[config.mk]
export PLATFORM = sky130hd
export DESIGN_NAME = pdm_cic_decimator
export DESIGN_NICKNAME = d
export VERILOG_FILES = /design/src/rtl/mic_pkg.sv /design/src/rtl/pdm_clk_gen.sv /design/src/rtl/pdm_cic_decimator.sv
export SDC_FILE = /design/constraint.sdc
export NUM_CORES = 1
export LEC_CHECK = 0
export ABC_CLOCK_PERIOD_IN_PS = 7600
export CAP_MARGIN = 20
export CORE_MARGIN = 2
export CORE_UTILIZATION = 30
export CTS_CLUSTER_DIAMETER = 150
export DETAILED_ROUTE_END_ITERATION = 7
export HOLD_SLACK_MARGIN = 0.12
export SKIP_LAST_GASP = 1
export SYNTH_ARGS = -nofsm -noshare
export SYNTH_HDL_FRONTEND = slang
export SYNTH_HIERARCHICAL = 1
export SYNTH_SLANG_ARGS = --single-unit
export TNS_END_PERCENT = 100
[constraint.sdc]
create_clock -name clk -period 7.6 [get_ports clk]
set_clock_uncertainty 0.15 [all_clocks]
set_input_delay 1.14 -clock clk [delete_from_list [all_inputs] [get_ports clk]]
set_output_delay 1.14 -clock clk [all_outputs]
set_load 0.02 [all_outputs]
[src/rtl/mic_pkg.sv]
// ---------------------------------------------------------------------------
// mic_pkg
// Shared definitions for the microphone beamforming datapath: PCM sample
// width and type (also used by the delay line and summer), CIC order, the
// decimator state encoding and a helper that sizes the CIC accumulators.
// ---------------------------------------------------------------------------
package mic_pkg;

    localparam int PCM_W     = 19;
    localparam int CIC_ORDER = 3;

    typedef logic signed [PCM_W-1:0] pcm_t;

    typedef enum logic [1:0] {
        IDLE   = 2'd0,
        WARMUP = 2'd1,
        RUN    = 2'd2
    } cic_state_e;

    // Accumulator width for a CIC of order CIC_ORDER and ratio decim.
    function automatic int acc_width(input int decim);
        return 1 + CIC_ORDER * $clog2(decim);
    endfunction

endpackage

[src/rtl/pdm_clk_gen.sv]
// ---------------------------------------------------------------------------
// pdm_clk_gen
// Divides clk_i down to the microphone PDM clock and produces a one-clk
// sample strobe in the last clk of each pdm_clk high phase.
//
// Ports:
//   clk_i      system clock
//   rst_ni     asynchronous active-low reset
//   run_i      1 = divider runs, 0 = counter cleared and pdm_clk_o held low
//   pdm_clk_o  clock to the microphone, period 2*CLK_DIV clk_i
//   strobe_o   sample strobe (divider wrap while pdm_clk_o is high)
// ---------------------------------------------------------------------------
module pdm_clk_gen #(
    parameter int CLK_DIV = 25
) (
    input  logic clk_i,
    input  logic rst_ni,
    input  logic run_i,
    output logic pdm_clk_o,
    output logic strobe_o
);

    localparam int CNT_W = $clog2(CLK_DIV);

    logic [CNT_W-1:0] cnt_q, cnt_d;
    logic             pclk_q, pclk_d;
    logic             wrap_w;

    assign wrap_w = (cnt_q == CNT_W'(CLK_DIV - 1));

    always_comb begin
        cnt_d  = cnt_q;
        pclk_d = pclk_q;
        if (!run_i) begin
            cnt_d  = '0;
            pclk_d = 1'b0;
        end else if (wrap_w) begin
            cnt_d  = '0;
            pclk_d = ~pclk_q;
        end else begin
            cnt_d  = cnt_q + CNT_W'(1);
        end
    end

    always_ff @(posedge clk_i or negedge rst_ni) begin
        if (!rst_ni) begin
            cnt_q  <= '0;
            pclk_q <= 1'b0;
        end else begin
            cnt_q  <= cnt_d;
            pclk_q <= pclk_d;
        end
    end

    assign pdm_clk_o = pclk_q;
    // The falling edge follows this clk, so the mic data is mid-window here.
    assign strobe_o  = run_i & wrap_w & pclk_q;

endmodule

[src/rtl/pdm_cic_decimator.sv]
// ---------------------------------------------------------------------------
// pdm_cic_decimator
// Generates the PDM clock for one MEMS microphone, captures its 1-bit
// stream and decimates it to signed 19-bit PCM with a 3rd-order CIC.
//
// Ports:
//   clk        system clock
//   rst_n      asynchronous active-low reset
//   en         run enable; low clears the datapath and idles the block
//   pdm_clk    clock to the microphone
//   pdm_data   PDM bit from the microphone (asynchronous to clk)
//   pcm_data   signed PCM sample
//   pcm_valid  one-clk strobe, pcm_data is new
//   pcm_clip   high with pcm_valid when the sample was limited
//
// Build option: define PDM_CIC_SAT_EN to saturate the output to the 19-bit
// range and report it on pcm_clip; otherwise the low 19 bits are passed
// through and pcm_clip stays 0.
//
// state  | meaning
// -------+-------------------------------------------------------------
// IDLE   | en low; divider, integrators, combs and counters cleared
// WARMUP | running, first CIC_ORDER decimated outputs discarded
// RUN    | running, every decimated output pulses pcm_valid
// ---------------------------------------------------------------------------
module pdm_cic_decimator
    import mic_pkg::*;
#(
    parameter int CLK_DIV = 25,
    parameter int DECIM   = 64
) (
    input  logic                    clk,
    input  logic                    rst_n,
    input  logic                    en,
    output logic                    pdm_clk,
    input  logic                    pdm_data,
    output logic signed [PCM_W-1:0] pcm_data,
    output logic                    pcm_valid,
    output logic                    pcm_clip
);

    localparam int ACC_W = acc_width(DECIM);
    // One guard bit so that full-scale +DECIM^3 and -DECIM^3 stay distinct
    // after the comb; without it saturation could not see the overflow.
    localparam int CIC_W = ACC_W + 1;
    localparam int DEC_W = $clog2(DECIM);
    localparam int SHIFT = PCM_W - ACC_W;
    localparam int EXT_W = PCM_W + 1;

    typedef logic signed [CIC_W-1:0] cic_t;

    // ------------------------------------------------------------------
    // Clock divider and sample strobe
    // ------------------------------------------------------------------
    logic strobe_w;

    pdm_clk_gen #(
        .CLK_DIV (CLK_DIV)
    ) u_clk_gen (
        .clk_i     (clk),
        .rst_ni    (rst_n),
        .run_i     (en),
        .pdm_clk_o (pdm_clk),
        .strobe_o  (strobe_w)
    );

    // ------------------------------------------------------------------
    // Registers
    // ------------------------------------------------------------------
    cic_state_e       state_q, state_d;
    logic [1:0]       sync_q, sync_d;
    cic_t             i1_q, i1_d, i2_q, i2_d, i3_q, i3_d;
    cic_t             dly1_q, dly1_d, dly2_q, dly2_d, dly3_q, dly3_d;
    cic_t             comb_q, comb_d;
    logic             comb_vld_q, comb_vld_d;
    logic [DEC_W-1:0] dec_q, dec_d;
    logic [1:0]       warm_q, warm_d;
    pcm_t             pcm_data_q, pcm_data_d;
    logic             pcm_valid_q, pcm_valid_d;
    logic             pcm_clip_q, pcm_clip_d;

    logic             frame_end_w;
    logic             emit_w;
    logic             warm_adv_w;
    cic_t             x_w, i3_post_w, c1_w, c2_w, c3_w;
    pcm_t             sat_w;
    logic             clip_w;

    assign frame_end_w = strobe_w & (dec_q == DEC_W'(DECIM - 1));

    // ------------------------------------------------------------------
    // FSM: state register / next state / outputs
    // ------------------------------------------------------------------
    always_ff @(posedge clk or negedge rst_n) begin
        if (!rst_n) begin
            state_q <= IDLE;
        end else begin
            state_q <= state_d;
        end
    end

    always_comb begin
        state_d = state_q;
        if (!en) begin
            state_d = IDLE;
        end else begin
            case (state_q)
                IDLE:    state_d = WARMUP;
                WARMUP:  if (frame_end_w && warm_q == 2'(CIC_ORDER - 1)) state_d = RUN;
                RUN:     state_d = RUN;
                default: state_d = IDLE;
            endcase
        end
    end

    always_comb begin
        emit_w     = (state_q == RUN);
        warm_adv_w = (state_q == WARMUP) & frame_end_w;
    end

    // ------------------------------------------------------------------
    // CIC datapath
    // ------------------------------------------------------------------
    assign x_w       = sync_q[1] ? cic_t'(1) : '1;
    // I3 after this strobe's update; the comb consumes it in the same clk.
    assign i3_post_w = i3_q + i2_q;
    assign c1_w      = i3_post_w - dly1_q;
    assign c2_w      = c1_w - dly2_q;
    assign c3_w      = c2_w - dly3_q;

`ifdef PDM_CIC_SAT_EN
    localparam logic signed [EXT_W-1:0] EXT_MAX = EXT_W'((1 <<< (PCM_W - 1)) - 1);
    localparam logic signed [EXT_W-1:0] EXT_MIN = ~EXT_MAX;

    logic signed [EXT_W-1:0] ext_w, scaled_w;

    always_comb begin
        ext_w    = EXT_W'(comb_q);
        scaled_w = ext_w <<< SHIFT;
        clip_w   = 1'b0;
        sat_w    = scaled_w[PCM_W-1:0];
        if (scaled_w > EXT_MAX) begin
            sat_w  = EXT_MAX[PCM_W-1:0];
            clip_w = 1'b1;
        end else if (scaled_w < EXT_MIN) begin
            sat_w  = EXT_MIN[PCM_W-1:0];
            clip_w = 1'b1;
        end
    end
`else
    pcm_t comb_pcm_w;

    always_comb begin
        comb_pcm_w = PCM_W'(comb_q);
        sat_w      = comb_pcm_w <<< SHIFT;
        clip_w     = 1'b0;
    end
`endif

    always_comb begin
        sync_d      = {sync_q[0], pdm_data};
        i1_d        = i1_q;
        i2_d        = i2_q;
        i3_d        = i3_q;
        dly1_d      = dly1_q;
        dly2_d      = dly2_q;
        dly3_d      = dly3_q;
        comb_d      = comb_q;
        comb_vld_d  = 1'b0;
        dec_d       = dec_q;
        warm_d      = warm_q;
        pcm_data_d  = comb_vld_q ? sat_w : pcm_data_q;
        pcm_valid_d = comb_vld_q;
        pcm_clip_d  = comb_vld_q & clip_w;

        if (!en) begin
            // Partial frame is dropped; pcm_data keeps its last value.
            i1_d        = '0;
            i2_d        = '0;
            i3_d        = '0;
            dly1_d      = '0;
            dly2_d      = '0;
            dly3_d      = '0;
            comb_d      = '0;
            dec_d       = '0;
            warm_d      = '0;
            pcm_data_d  = pcm_data_q;
            pcm_valid_d = 1'b0;
            pcm_clip_d  = 1'b0;
        end else begin
            if (strobe_w) begin
                i1_d  = i1_q + x_w;
                i2_d  = i2_q + i1_q;
                i3_d  = i3_post_w;
                dec_d = frame_end_w ? '0 : dec_q + DEC_W'(1);
            end
            if (frame_end_w) begin
                dly1_d     = i3_post_w;
                dly2_d     = c1_w;
                dly3_d     = c2_w;
                comb_d     = c3_w;
                comb_vld_d = emit_w;
            end
            if (warm_adv_w) begin
                warm_d = warm_q + 2'd1;
            end
        end
    end

    always_ff @(posedge clk or negedge rst_n) begin
        if (!rst_n) begin
            sync_q      <= '0;
            i1_q        <= '0;
            i2_q        <= '0;
            i3_q        <= '0;
            dly1_q      <= '0;
            dly2_q      <= '0;
            dly3_q      <= '0;
            comb_q      <= '0;
            comb_vld_q  <= 1'b0;
            dec_q       <= '0;
            warm_q      <= '0;
            pcm_data_q  <= '0;
            pcm_valid_q <= 1'b0;
            pcm_clip_q  <= 1'b0;
        end else begin
            sync_q      <= sync_d;
            i1_q        <= i1_d;
            i2_q        <= i2_d;
            i3_q        <= i3_d;
            dly1_q      <= dly1_d;
            dly2_q      <= dly2_d;
            dly3_q      <= dly3_d;
            comb_q      <= comb_d;
            comb_vld_q  <= comb_vld_d;
            dec_q       <= dec_d;
            warm_q      <= warm_d;
            pcm_data_q  <= pcm_data_d;
            pcm_valid_q <= pcm_valid_d;
            pcm_clip_q  <= pcm_clip_d;
        end
    end

    assign pcm_data  = pcm_data_q;
    assign pcm_valid = pcm_valid_q;
    assign pcm_clip  = pcm_clip_q;

endmodule

==> metrics <==
run status complete, no violations; Worst Hold End sync_q[1]; synth warn 6; top post-synthesis cells by area dfrtp_1 (37%), ha_1 (12%), a21oi_1 (5.7%); hpwl dp 17.7 mm; Post-Synth XOR/XNOR Area 7.51%; Cell Pwr Density 154 nW/um^2; Finished Cell Area 13,100 um^2; period utilization 85.8%; Area Overhead vs Synth 12.3%; largest net degree at the start of global routing 68; CTS resizes 0; Detailed Routing Iterations Pass 1 5; Max Cap Viol 0; CP Capture Type flop; Worst EP required 7750 ps; Worst IR Drop VDD between 0.1 and 0.15 mV; simple-gate share of the synthesized area 15.4%; starting density of the core a little under a third; ratio of cells with drive above 1 in the final layout 6.51%; Leak Pwr 5.84 nW; dominant synthesized flop cell dfrtp_1; worst hold start sync_q[0]; Final setup viols 0; die area 40,500 um^2; I/O Pins 26; clock root cell clkbuf_16; Die Span Y just over 200 um; antenna violations before repair 0; Min Hold Slack 203 ps; largest family of logic cells by synthesized area compound AO/OA/AOI/OAI gates; Antenna Cells 0; post-synthesis net count 1,437; routed len/inst between 10 and 15 um; CTS Sinks 172; Setup WS post-layout 1080 ps; Post-synth ARST share 100%; FMAX 153 MHz; Core ar. between 30,000 and 40,000 um^2; final wirelength 24.9 mm; source of the worst register-to-register timing path i2_q[0]; adder-cell area share of the yosys netlist approximately an eighth; Slew @ Worst Pin 975 ps; FF-to-FF path depth 30; Nets 1,448; Starting DRT DRC Count 481; CP max stage cell or4_1; critical path's most frequent cell a21oi_1; FF+latch count, synth 172; Port Buffers 24; Crit path arrival time 6670 ps; setup TNS 0 ps; synthesized area between 10,000 and 15,000 um^2; Hold Buf Count CTS 0; Worst-Skew Late Latency 430 ps; placed cell count around 1,800; CTS Buffer Depth 2; Non-Filler Instances around 1,900; Slew Limit Fails 0; Post-Place Worst Slack ~1100 ps; unrepaired setup endpoints after global routing no; Synth Area in Compound Gates 17.2%; sequential area share after synthesis 36.8%; Hold Path Stages 0; Synth area leader dfrtp_1; total power 2.01 mW; synth cell count leaders dfrtp_1 (172), nand2_1 (158), nor2_1 (147); Hold Vio Cnt, Final 0; global-route wire length before repair 43.5 mm; R2R setup slack between 1000 and 1500 ps; cells after synthesis 1,313; Worst Hold Class reg2reg; buffers inserted by post-CTS timing repair 0; Area after DPL 12,500 um^2; syn avg cell area 8.90 um^2; vias in the first global route 8,913; Synth top area share 36.8%; multiplexer share of the synthesized area between 5 and 6%; remaining global-route overflow 0; clk slew on worst S/H paths roughly 80 ps; drt drc 0; Tot GR Track Use 12.8%; max_slew headroom between 30% and 40%; EDFF count, synth 0; Min Clock Period, post-route ~6500 ps; startpoint types flop; CTS tree done; Cell Rows 72; synth unique cells 76; Final ANT Viol Nets 0; most frequent cell after synthesis dfrtp_1; worst-path maximum fanout 5; Die X-Extent 201 um; routed via count 8,944; number of vias per cell 4.82; Setup CP Type reg2reg; post-layout util 34.0%; CTS H-tree depth 4; number of CTS-inserted buffers 17; gpl congestion 0.783; RR Endpoint comb_q[18]; CP peak stage delay 460 ps
[cells in the final DEF (no fill, tap or decap), types with 19 or more instances in the layout]
cell type / n
a21oi_1: 133
mux2i_1: 37
clkdlybuf4s50_1: 23
dfrtp_1: 172
nor3_1: 20
ha_1: 114
a21o_1: 19
nand2_1: 158
nor2_1: 147
xnor2_1: 74
o21ai_0: 28
o21ai_1: 24
mux2_2: 19
nand3_1: 21
xor2_1: 19
a211oi_1: 22
inv_1: 96
[logic make-up after synthesis]
kind of cell / Yosys count
AO/OA/AOI/OAI: 317
buffers and inverters: 139
flip-flops: 172
multiplexers: 56
AND/OR/NAND/NOR: 412
other: 1
XOR/XNOR: 96
adder cells (fa/ha/maj): 120
[layout make-up]
| class | count | area (um^2) |
|---|---|---|
| Sequential cell | 172 | 4300 |
| Timing Repair Buffer | 33 | 312 |
| Inverter | 98 | 370 |
| Clock inverter | 13 | 225 |
| Tap cell | 518 | 648 |
| Clock buffer | 19 | 443 |
| Fill cell | 4019 | 25400 |
| Multi-Input combinational cell | 1002 | 6820 |
[how the worst max path moves through the flow]
stage	startpoint	end	slack [ps]	depth (start not counted)
after global placement	i2_q[0]	comb_q[18]	1190	30
after floorplan	i2_q[0]	comb_q[18]	1720	31
final	i2_q[0]	comb_q[18]	1080	30
after CTS	i2_q[0]	comb_q[18]	1030	30
after global routing	i2_q[0]	comb_q[18]	460	30
after detailed placement	i2_q[0]	comb_q[18]	1070	30
[state kept, by name (all words and copies together), names as in the netlist, 6 cells and up]
name	count
dly3_q	19
i1_q	19
i3_q	19
dly1_q	19
dec_q	6
i2_q	19
pcm_data	19
dly2_q	19
comb_q	19
[layer usage]
layer	vias to the layer above	share of wire, %	routed length (um)	global-route usage [%]
met5	-	0	0	0
met4	0	1.1	280	3.07
met3	20	1.8	448	1.94
met2	65	46	11500	21.7
met1	4313	51	12600	17.0
li1	4546	-	-	-
[power by group]
group	switching [mW]	internal [mW]	leakage [nW]
registers	0.00581	0.921	2.40
logic	0.0574	0.0213	3.12
clock network	0.406	0.603	0.327
[worst max-delay path, delay by kind of cell (launching register included)]
kind | cells | cell delay (ps)
compound gates | 19 | 2960
xor+xnor | 3 | 590
fa+ha+maj | 5 | 1640
flops | 1 | 400
simple gates | 3 | 660
(Power assumes the default switching activity.)
